<file path="src/rtl/pcf8591_scan_ctrl.sv">
// PCF8591 scan sequencer: round-robin channel sweep, one I2C read per channel, watchdog and
// inter-sweep gap. Optional 4-sample averaging is enabled by defining PCF8591_OVERSAMPLE_EN.
module pcf8591_scan_ctrl #(
  parameter int unsigned SCAN_GAP       = 50000,
  parameter int unsigned TIMEOUT_CYCLES = 200000,
  parameter bit          AOUT_EN        = 1'b1
) (
  input  logic       clk,
  input  logic       rst_n,
  input  logic       scan_en,
  input  logic [3:0] ch_mask,
  output logic       cmd_valid,
  input  logic       cmd_ready,
  output logic [7:0] cmd_ctrl,
  output logic [2:0] cmd_rd_len,
  input  logic [7:0] i2c_rd_data,
  input  logic       i2c_rd_valid,
  input  logic       i2c_done,
  input  logic       i2c_nack,
  output logic [7:0] adc_data,
  output logic       adc_data_valid,
  output logic [1:0] adc_channel,
  output logic       sweep_done,
  output logic       err_timeout,
  output logic       err_nack,
  output logic       busy
);

  localparam int unsigned GapW = (SCAN_GAP > 1) ? $clog2(SCAN_GAP) : 1;
  localparam int unsigned WdW  = (TIMEOUT_CYCLES > 1) ? $clog2(TIMEOUT_CYCLES) : 1;
  localparam logic [GapW-1:0] GapLast = GapW'(SCAN_GAP - 1);
  localparam logic [WdW-1:0]  WdLast  = WdW'(TIMEOUT_CYCLES - 1);

`ifdef PCF8591_OVERSAMPLE_EN
  localparam logic [2:0] RdLen = 3'd5;
`else
  localparam logic [2:0] RdLen = 3'd2;
`endif
  localparam logic [2:0] LastByte = RdLen - 3'd1;

  typedef enum logic [2:0] {
    StIdle,
    StSelect,
    StIssue,
    StWaitData,
    StWaitDone,
    StPublish,
    StGap
  } state_e;

  state_e          state_q, state_d;
  logic [3:0]      mask_q, mask_d;
  logic [2:0]      ptr_q, ptr_d;
  logic [1:0]      ch_q, ch_d;
  logic [7:0]      ctrl_q, ctrl_d;
  logic [2:0]      rd_len_q, rd_len_d;
  logic [2:0]      byte_cnt_q, byte_cnt_d;
  logic [WdW-1:0]  wdog_q, wdog_d;
  logic [GapW-1:0] gap_cnt_q, gap_cnt_d;
  logic            err_nack_q, err_nack_d;
  logic            err_timeout_q, err_timeout_d;
`ifdef PCF8591_OVERSAMPLE_EN
  logic [9:0]      acc_q, acc_d;
`else
  logic [7:0]      sample_q, sample_d;
`endif

  // Lowest enabled channel >= ptr; 4 means the sweep is exhausted.
  function automatic logic [2:0] find_next(input logic [3:0] mask, input logic [2:0] ptr);
    find_next = 3'd4;
    for (int i = 3; i >= 0; i--) begin
      if (mask[i] && (3'(i) >= ptr)) find_next = 3'(i);
    end
  endfunction

  logic [2:0] sel;
  logic       sel_found;
  logic       last_byte;
  logic [2:0] ptr_next;
  state_e     after_txn;

  assign sel       = find_next(mask_q, ptr_q);
  assign sel_found = ~sel[2];
  assign last_byte = i2c_rd_valid && (byte_cnt_q == LastByte);
  assign ptr_next  = {1'b0, ch_q} + 3'd1;
  // A dropped scan_en lets the current transaction finish, then parks in IDLE.
  assign after_txn = scan_en ? StSelect : StIdle;

  always_comb begin
    state_d       = state_q;
    mask_d        = mask_q;
    ptr_d         = ptr_q;
    ch_d          = ch_q;
    ctrl_d        = ctrl_q;
    rd_len_d      = rd_len_q;
    byte_cnt_d    = byte_cnt_q;
    wdog_d        = '0;
    gap_cnt_d     = '0;
    err_nack_d    = 1'b0;
    err_timeout_d = 1'b0;
`ifdef PCF8591_OVERSAMPLE_EN
    acc_d         = acc_q;
`else
    sample_d      = sample_q;
`endif

    unique case (state_q)
      StIdle: begin
        if (scan_en && (ch_mask != 4'b0000)) begin
          mask_d  = ch_mask;
          ptr_d   = 3'd0;
          state_d = StSelect;
        end
      end

      StSelect: begin
        if (!scan_en) begin
          state_d = StIdle;
        end else if (sel_found) begin
          ch_d     = sel[1:0];
          ctrl_d   = {1'b0, AOUT_EN, 4'b0000, sel[1:0]};
          rd_len_d = RdLen;
          state_d  = StIssue;
        end else begin
          state_d = StGap;
        end
      end

      StIssue: begin
        if (cmd_ready) begin
          byte_cnt_d = 3'd0;
          wdog_d     = WdW'(1);
`ifdef PCF8591_OVERSAMPLE_EN
          acc_d      = '0;
`endif
          state_d    = StWaitData;
        end
      end

      StWaitData: begin
        wdog_d = wdog_q + WdW'(1);
        if (i2c_nack) begin
          err_nack_d = 1'b1;
          ptr_d      = ptr_next;
          state_d    = after_txn;
        end else begin
          if (i2c_rd_valid) begin
            byte_cnt_d = byte_cnt_q + 3'd1;
`ifdef PCF8591_OVERSAMPLE_EN
            if (byte_cnt_q != 3'd0) acc_d = acc_q + 10'(i2c_rd_data);
`else
            if (byte_cnt_q == 3'd1) sample_d = i2c_rd_data;
`endif
          end
          if (last_byte && i2c_done) begin
            state_d = StPublish;
          end else if (i2c_done) begin
            // STOP before the last byte: nothing valid to publish, move on.
            ptr_d   = ptr_next;
            state_d = after_txn;
          end else if (wdog_q == WdLast) begin
            err_timeout_d = 1'b1;
            ptr_d         = ptr_next;
            state_d       = after_txn;
          end else if (last_byte) begin
            state_d = StWaitDone;
          end
        end
      end

      StWaitDone: begin
        wdog_d = wdog_q + WdW'(1);
        if (i2c_nack) begin
          err_nack_d = 1'b1;
          ptr_d      = ptr_next;
          state_d    = after_txn;
        end else if (i2c_done) begin
          state_d = StPublish;
        end else if (wdog_q == WdLast) begin
          err_timeout_d = 1'b1;
          ptr_d         = ptr_next;
          state_d       = after_txn;
        end
      end

      StPublish: begin
        ptr_d   = ptr_next;
        state_d = after_txn;
      end

      StGap: begin
        if (gap_cnt_q == GapLast) begin
          state_d = StIdle;
        end else begin
          gap_cnt_d = gap_cnt_q + GapW'(1);
        end
      end

      default: state_d = StIdle;
    endcase
  end

  always_ff @(posedge clk or negedge rst_n) begin
    if (!rst_n) begin
      state_q       <= StIdle;
      mask_q        <= '0;
      ptr_q         <= '0;
      ch_q          <= '0;
      ctrl_q        <= '0;
      rd_len_q      <= '0;
      byte_cnt_q    <= '0;
      wdog_q        <= '0;
      gap_cnt_q     <= '0;
      err_nack_q    <= 1'b0;
      err_timeout_q <= 1'b0;
`ifdef PCF8591_OVERSAMPLE_EN
      acc_q         <= '0;
`else
      sample_q      <= '0;
`endif
    end else begin
      state_q       <= state_d;
      mask_q        <= mask_d;
      ptr_q         <= ptr_d;
      ch_q          <= ch_d;
      ctrl_q        <= ctrl_d;
      rd_len_q      <= rd_len_d;
      byte_cnt_q    <= byte_cnt_d;
      wdog_q        <= wdog_d;
      gap_cnt_q     <= gap_cnt_d;
      err_nack_q    <= err_nack_d;
      err_timeout_q <= err_timeout_d;
`ifdef PCF8591_OVERSAMPLE_EN
      acc_q         <= acc_d;
`else
      sample_q      <= sample_d;
`endif
    end
  end

  assign cmd_valid      = (state_q == StIssue);
  assign cmd_ctrl       = ctrl_q;
  assign cmd_rd_len     = rd_len_q;
  assign adc_data_valid = (state_q == StPublish);
  assign adc_channel    = ch_q;
`ifdef PCF8591_OVERSAMPLE_EN
  assign adc_data       = acc_q[9:2];
`else
  assign adc_data       = sample_q;
`endif
  assign sweep_done     = (state_q == StSelect) && scan_en && !sel_found;
  assign err_timeout    = err_timeout_q;
  assign err_nack       = err_nack_q;
  assign busy           = (state_q != StIdle);

endmodule

</file>
<file path="config.mk">
export PLATFORM = sky130hd
export DESIGN_NAME = pcf8591_scan_ctrl
export DESIGN_NICKNAME = d
export VERILOG_FILES = /design/src/rtl/pcf8591_scan_ctrl.sv
export SDC_FILE = /design/constraint.sdc
export NUM_CORES = 1
export LEC_CHECK = 0
export ABC_AREA = 1
export CORE_UTILIZATION = 55
export DETAILED_ROUTE_END_ITERATION = 7
export HOLD_SLACK_MARGIN = 0.12
export PLACE_DENSITY = 0.8
export REMOVE_ABC_BUFFERS = 1
export SETUP_SLACK_MARGIN = 0.15
export SLEW_MARGIN = 20
export SYNTH_ARGS = -nofsm -noshare
export SYNTH_HDL_FRONTEND = slang
export SYNTH_SLANG_ARGS = --single-unit
</file>
<file path="constraint.sdc">
create_clock -name clk -period 2.1 [get_ports clk]
set_clock_uncertainty 0.15 [all_clocks]
set_input_delay 0.525 -clock clk [delete_from_list [all_inputs] [get_ports clk]]
set_output_delay 0.525 -clock clk [all_outputs]
set_load 0.01 [all_outputs]
</file>
Word-level counts from Yosys, hierarchy flattened
Index checks and enable logic that the tools add are counted.
- register bits after elaboration: 63
- input bits: 19
- output and inout port bits: 27
- logic and storage cells: 104
- add/sub/neg operators: 4
- $lt $le $gt $ge: 4
- equality and inequality tests: 18
- mux-type cells: 43
- bitwise gates (word level): 2
- reductions and logical operators: 21
- operator list (operator ; number):
    two-way mux 3 bit ; 27
    case mux 18 bit (2 select lines) ; 1
    two-way mux 16 bit ; 2
    case mux 3 bit (7 select lines) ; 1
    adder 18 x 1 -> 18 bit (second input constant) ; 1
    == test 18 bit (second input constant) ; 1
    adder 16 x 1 -> 16 bit (second input constant) ; 1
    == test 16 bit (second input constant) ; 1
    case mux 3 bit (4 select lines) ; 1
    AND reduction 4 bit ; 3
    == test 3 bit (second input constant) ; 3
    logical AND 1 bit ; 9
    two-way mux 1 bit ; 9
    != test 2 bit (second input constant) ; 4
    nonzero test 4 bit ; 2
    == test 3 x 1 -> 1 bit (second input constant) ; 2
    == test 3 x 2 -> 1 bit (second input constant) ; 2
    greater-or-equal comparator 1 x 3 -> 1 bit (first input constant) ; 2
    greater-or-equal comparator 2 x 3 -> 1 bit (first input constant) ; 2
    != test 3 bit (second input constant) ; 2
    != test 6 bit (second input constant) ; 1
    case mux 3 bit (2 select lines) ; 1
    AND reduction 5 bit ; 1
    != test 4 bit (second input constant) ; 1
    11 further kinds ; 12

Logic depth before layout (Yosys ltp)
- word-level depth: 9
- gate-level depth with buffers: 12
- mapped depth without buffers: 12

Least setup slack after synthesis
OpenSTA, ideal clock, no wires.
- path kind: reg-to-output
- start: reg ptr_q[2]
- end: out sweep_done
- data arrival time: 1009 ps
- slack: 416 ps
- cell stages (with the launch flop): 6
- cells stage by stage: dfrtp_1 > or2_2 > nor2_1 > nor2_1 > nand2_1 > nor2_1
- cells in the longest elaborated chain, start to end: 7
- ends and longest elaborated chain (element ; RTL line ; text):
    from (decl) ; 53 ; logic [2:0] ptr_q, ptr_d;
    from (signal assigned) ; 224 ; ptr_q <= ptr_d;
    greater-or-equal comparator 2 x 3 -> 1 bit ; 72 ; if (mask[i] && (3'(i) >= ptr)) find_next = 3'(i);
    logical AND 1 bit ; 72 ;
    two-way mux 3 bit (3 in series) ; 72 ;
    two-way mux 3 bit (*) ; 72 ;
    logical AND 1 bit (*) ; 251 ; assign sweep_done = (state_q == StSelect) && scan_en && !sel_found;
    to (decl) ; 23 ; output logic sweep_done,
Every way passes the cells marked *; elsewhere a longest branch is shown, timed or not.

Worst setup path in the final report
- start: reg mask_q[2]
- end: reg rd_len_q[1] (netlist: cmd_rd_len[1])
- cells in the longest elaborated chain, start to end: 6
- ends and longest elaborated chain (element ; RTL line ; text):
    from (decl) ; 52 ; logic [3:0] mask_q, mask_d;
    from (signal assigned) ; 223 ; mask_q <= mask_d;
    logical AND 1 bit ; 72 ;
    two-way mux 3 bit (3 in series) ; 72 ;
    NOT 1 bit (no line) ; -- ;
    AND reduction 3 bit (no line) ; -- ;
    to (signal assigned) ; 227 ; rd_len_q <= rd_len_d;
    to (decl) ; 56 ; logic [2:0] rd_len_q, rd_len_d;
No other way between the ends.
A chain may end at the register's enable or synchronous reset.

==> impl_metrics.py <==
metrics = {
    "run_status": {
        "outcome": "finished with violations",
        "violations": "negative setup slack",
    },
    "timing": {
        "timing.final.crit_period_ns": 2.13,
        "setup_repair_after_global_routing_missed_its_margin": "yes",
        "fin_setup_tns_ns": -0.0435,
        "finalSetupViolCount": 2,
        "whs_ns": 0.325,
        "max_slew_violation_count": 0,
        "fin_crit_sh_pct": 101,
        "fmax_mhz": 470,
        "hold_viol_final": 0,
        "timing.final.ws_setup_ns": -0.0273,
    },
    "power": {
        "power.switching_mw": 1.68,
        "comb_power_share_pct": 42.8,
        "cell_internal_pwr_mw": 3.13,
        "max-vdd-ir-drop_mv": 0.873,
        "report.power.total_mw": 4.81,
        "cellLeakagePower_nw": 2.16,
        "power.share.clock_pct": 26.9,
        "power.sequential.fraction_pct": 30.2,
        "power_density_nw_per_um2": 1070,
        "power_switching_share_pct": 35.0,
    },
    "floorplan": {
        "num_rows": 28,
        "die-area_um2": 6490,
        "initial_core_utilization_pct": 57.3,
        "boundaryPins": 46,
        "die_height_um": 80.6,
        "core_region_area_um2": 5920,
        "die_width_um": 80.6,
    },
    "cells_and_area": {
        "fin_util_pct": 75.8,
        "synthToLayoutAreaGrowth_pct": 32.2,
        "fraction_of_layout_instances_using_a_drive_strength_above_1_pct": 24.1,
        "finish.instance_area_um2": 4490,
        "antennaDiodeCount": 0,
        "fin_nets": 555,
        "nFillCells": 398,
    },
    "place": {
        "dp_hpwl_um": 5520,
        "place.port_buffers": 38,
        "post_placement_cell_area_um2": 3970,
        "place.gp.congestion": 0.916,
    },
    "route": {
        "drc_errors": 0,
        "detail_route.wirelength_um": 8200,
        "wire_per_inst_um": 13.4,
        "ant_nets": 0,
        "drt-initial-drc-count": 204,
        "vias_per_cell": 5.34,
        "route.vias.total": 3265,
        "dr_pass1_iterations": 5,
    },
    "setup_path": {
        "critPathSlowestCell": "dfrtp_1",
        "worst_setup_path_start_kind": "flip-flop",
        "worst_r2r_endpoint": "cmd_rd_len[1]",
        "reg2regPathDepth": 12,
        "critPathMaxFanout": 3,
        "critical-path-top-cell-by-count": "buf_4",
        "regToRegSetupSlack_ns": -0.03,
        "critical_path_class": "flip-flop to flip-flop",
        "worstPathCellList": "a21boi_2 -> o21ai_2 -> nand2_2 -> buf_6 -> buf_4 -> buf_4 -> buf_4 -> buf_4 -> buf_4 -> nand2_2 -> inv_2 -> or2_4",
        "worst_reg2reg_path_startpoint": "mask_q[2]",
        "kind_of_capture_point_of_the_worst_setup_path": "flip-flop",
        "worstPathRequired_ns": 2.19,
        "slowest_delay_ns": 0.37,
        "critical_path.startpoint": "mask_q[2]",
        "worst_endpoint_data_arrival_time_ns": 2.21,
    },
    "synth": {
        "yosysUniqueCellTypes": 38,
        "ys_seq_area_share_pct": 44.2,
        "yosys_warnings": 0,
        "syn-instance-count": 443,
        "ys_seq_elements": 60,
        "post_synth_design_cell_area_um2": 3390,
        "synthesis.area_per_instance_um2": 7.66,
    },
    "worst_hold_path": {
        "worst_hold_startpoint": "adc_data[1]",
        "hold_path_end": "adc_data[1]",
        "hold_path_depth": 2,
        "worstHoldPathType": "flip-flop to flip-flop",
    },
    "cts": {
        "clkSinkCount": 60,
        "clk-insertion-delay-late_ns": 0.35,
        "ctsLongestPathBuffers": 2,
        "clock_tree.root_cell": "clkbuf_8",
        "worst_setup_hold_path_clk_slew_ns": 0.07,
        "clock_tree_from_tritoncts": "built",
        "htree_levels": 3,
        "cts_buffers": 9,
    },
    "global_routing": {
        "antenna_violations_before_repair": 0,
        "grt_start_max_net_pins": 34,
        "grt_first_pass_wirelength_um": 12700,
        "grt_use_total_pct": 25.8,
        "vias_in_the_first_global_route": 2953,
        "grt_remaining_overflow": 0,
    },
    "flow_run": {
        "max_cap_viol_count": 0,
    },
}
## state kept, by name (all words and copies together) (netlist names)
register     cells
cmd_ctrl         1
wdog_q          18
cmd_rd_len       1
err_timeout      1
gap_cnt_q       16
byte_cnt_q       3
mask_q           4
adc_data         8
state_q          3
ptr_q            3
err_nack         1
adc_channel      1
## Yosys cell counts
library cell  number  area (um2)
and3_1             1        6.26
a21boi_0           1        7.51
ha_1               5        62.6
o211ai_1           1        7.51
o21bai_1           1        7.51
buf_2              1        5.00
nand3_2            4        40.0
nor2_2             7        43.8
nand2_1          110         413
a21oi_1           23         115
nor3_4             1        16.3
o221ai_1           1        8.76
o22ai_2            1        12.5
a21o_1             1        7.51
or2_2              2        12.5
inv_2              8        30.0
o21ai_1            2        10.0
nand4_1           10        62.6
buf_6              1        11.3
xor2_1             5        43.8
nor4_1             5        31.3
buf_4             10        75.1
nand3b_1           1        7.51
nor3_1            10        50.1
o21ai_0           19        95.1
conb_1             1        3.75
o22ai_1            4        25.0
nand3_1           20         100
inv_1             52         195
nor2_4             4        45.0
o31ai_1            1        7.51
nand2_2            8        50.1
a31oi_1            1        6.26
dfrtp_1           60        1500
o211a_1            1        10.0
nor2_1            51         191
o21a_1             2        15.0
o21ai_2            7        61.3
## repair_timing
action,in CTS,in global routing
pin swaps,4,8
gates resized for setup,30,36
setup endpoints to repair,8,29
hold endpoints to repair,60,0
buffers inserted,8,13
hold buffers,1,0
## worst max-delay path, delay by kind of cell (launching register included)
kind	cells	cell delay [ns]
AOI/OAI and AO/OA	2	0.36
and+or+nand+nor	3	0.36
buffers and inverters	7	0.77
DFF	1	0.37
## how the worst max path moves through the flow
stage / end / slack (ns) / cells past startpoint
detailed placement: sweep_done / -0.35 / 4
global placement: sweep_done / -0.33 / 4
global route: sweep_done / -0.09 / 5
finish: cmd_rd_len[1] / -0.03 / 12
CTS: sweep_done / -0.04 / 6
floorplan: state_q[2] / 0.29 / 11
## routing by layer
| layer | GRT usage (%) | vias up | routed length, um |
|---|---|---|---|
| li1 | - | 1598 | - |
| met1 | 32.4 | 1539 | 3500 |
| met2 | 43.2 | 110 | 4050 |
| met3 | 4.20 | 18 | 478 |
| met4 | 12.0 | 0 | 175 |
| met5 | 0 | - | 0 |
## cells in the final DEF (no fill, tap or decap), drive strengths merged
master and n:
dlymetal6s2s 5, o22ai 5, nor4 5, nor3 11, o21a 2, o211a 1
and3 1, bufinv 3, nand3b 1, clkinv 2, o31ai 1, clkbuf 10
o21bai 1, a21oi 23, dlygate4sd3 1, inv 60, dlygate4sd2 4, nand4 10
or2 2, nor2 62, buf 49, nand2 118, a31oi 1, o211ai 1
xor2 5, nand3 24, a21boi 1, o221ai 1, clkdlybuf4s50 24, conb 7
clkinvlp 1, o21ai 28, a21o 1, dfrtp 60, ha 5
## per-stage QoR
stage          setup WS, ns  cells
2_1_floorplan         0.295    437
5_1_grt             -0.0926    611
4_1_cts             -0.0385    598
3_3_place_gp         -0.327    573
3_5_place_dp         -0.347    573
6_report            -0.0273    611
## cells by family (layout without fill, tap and decap cells)
| kind of cell | count (synthesis) | count (layout) | synth area share, % |
|---|---|---|---|
| fa+ha+maj | 5 | 5 | 1.84 |
| simple gates | 234 | 234 | 31.5 |
| xor+xnor | 5 | 5 | 1.29 |
| compound gates | 66 | 66 | 11.7 |
| other cells | 1 | 7 | 0.110 |
| flops | 60 | 60 | 44.2 |
| buf+inv | 72 | 159 | 9.33 |
## power by group through the flow
stage / clock, mW / sequential, mW / combinational [mW]
after floorplan: 0 / 1.50 / 0.762
after global routing: 1.35 / 1.47 / 2.25
after global placement: 0 / 1.46 / 1.48
final: 1.29 / 1.45 / 2.06
after detailed placement: 0 / 1.46 / 1.51
after CTS: 1.30 / 1.44 / 1.69
## final cells by class
cell class | instances | area (um2) | share of cell area (%)
clock buffer | 10 | 138 | 3.07
clock inverter | 6 | 111 | 2.48
inverter | 60 | 233 | 5.19
multi-input combinational | 317 | 1690 | 37.6
sequential | 60 | 1500 | 33.5
tap | 75 | 93.8 | 2.09
timing repair buffer | 83 | 723 | 16.1
Power figures use the tool's default switching activity.
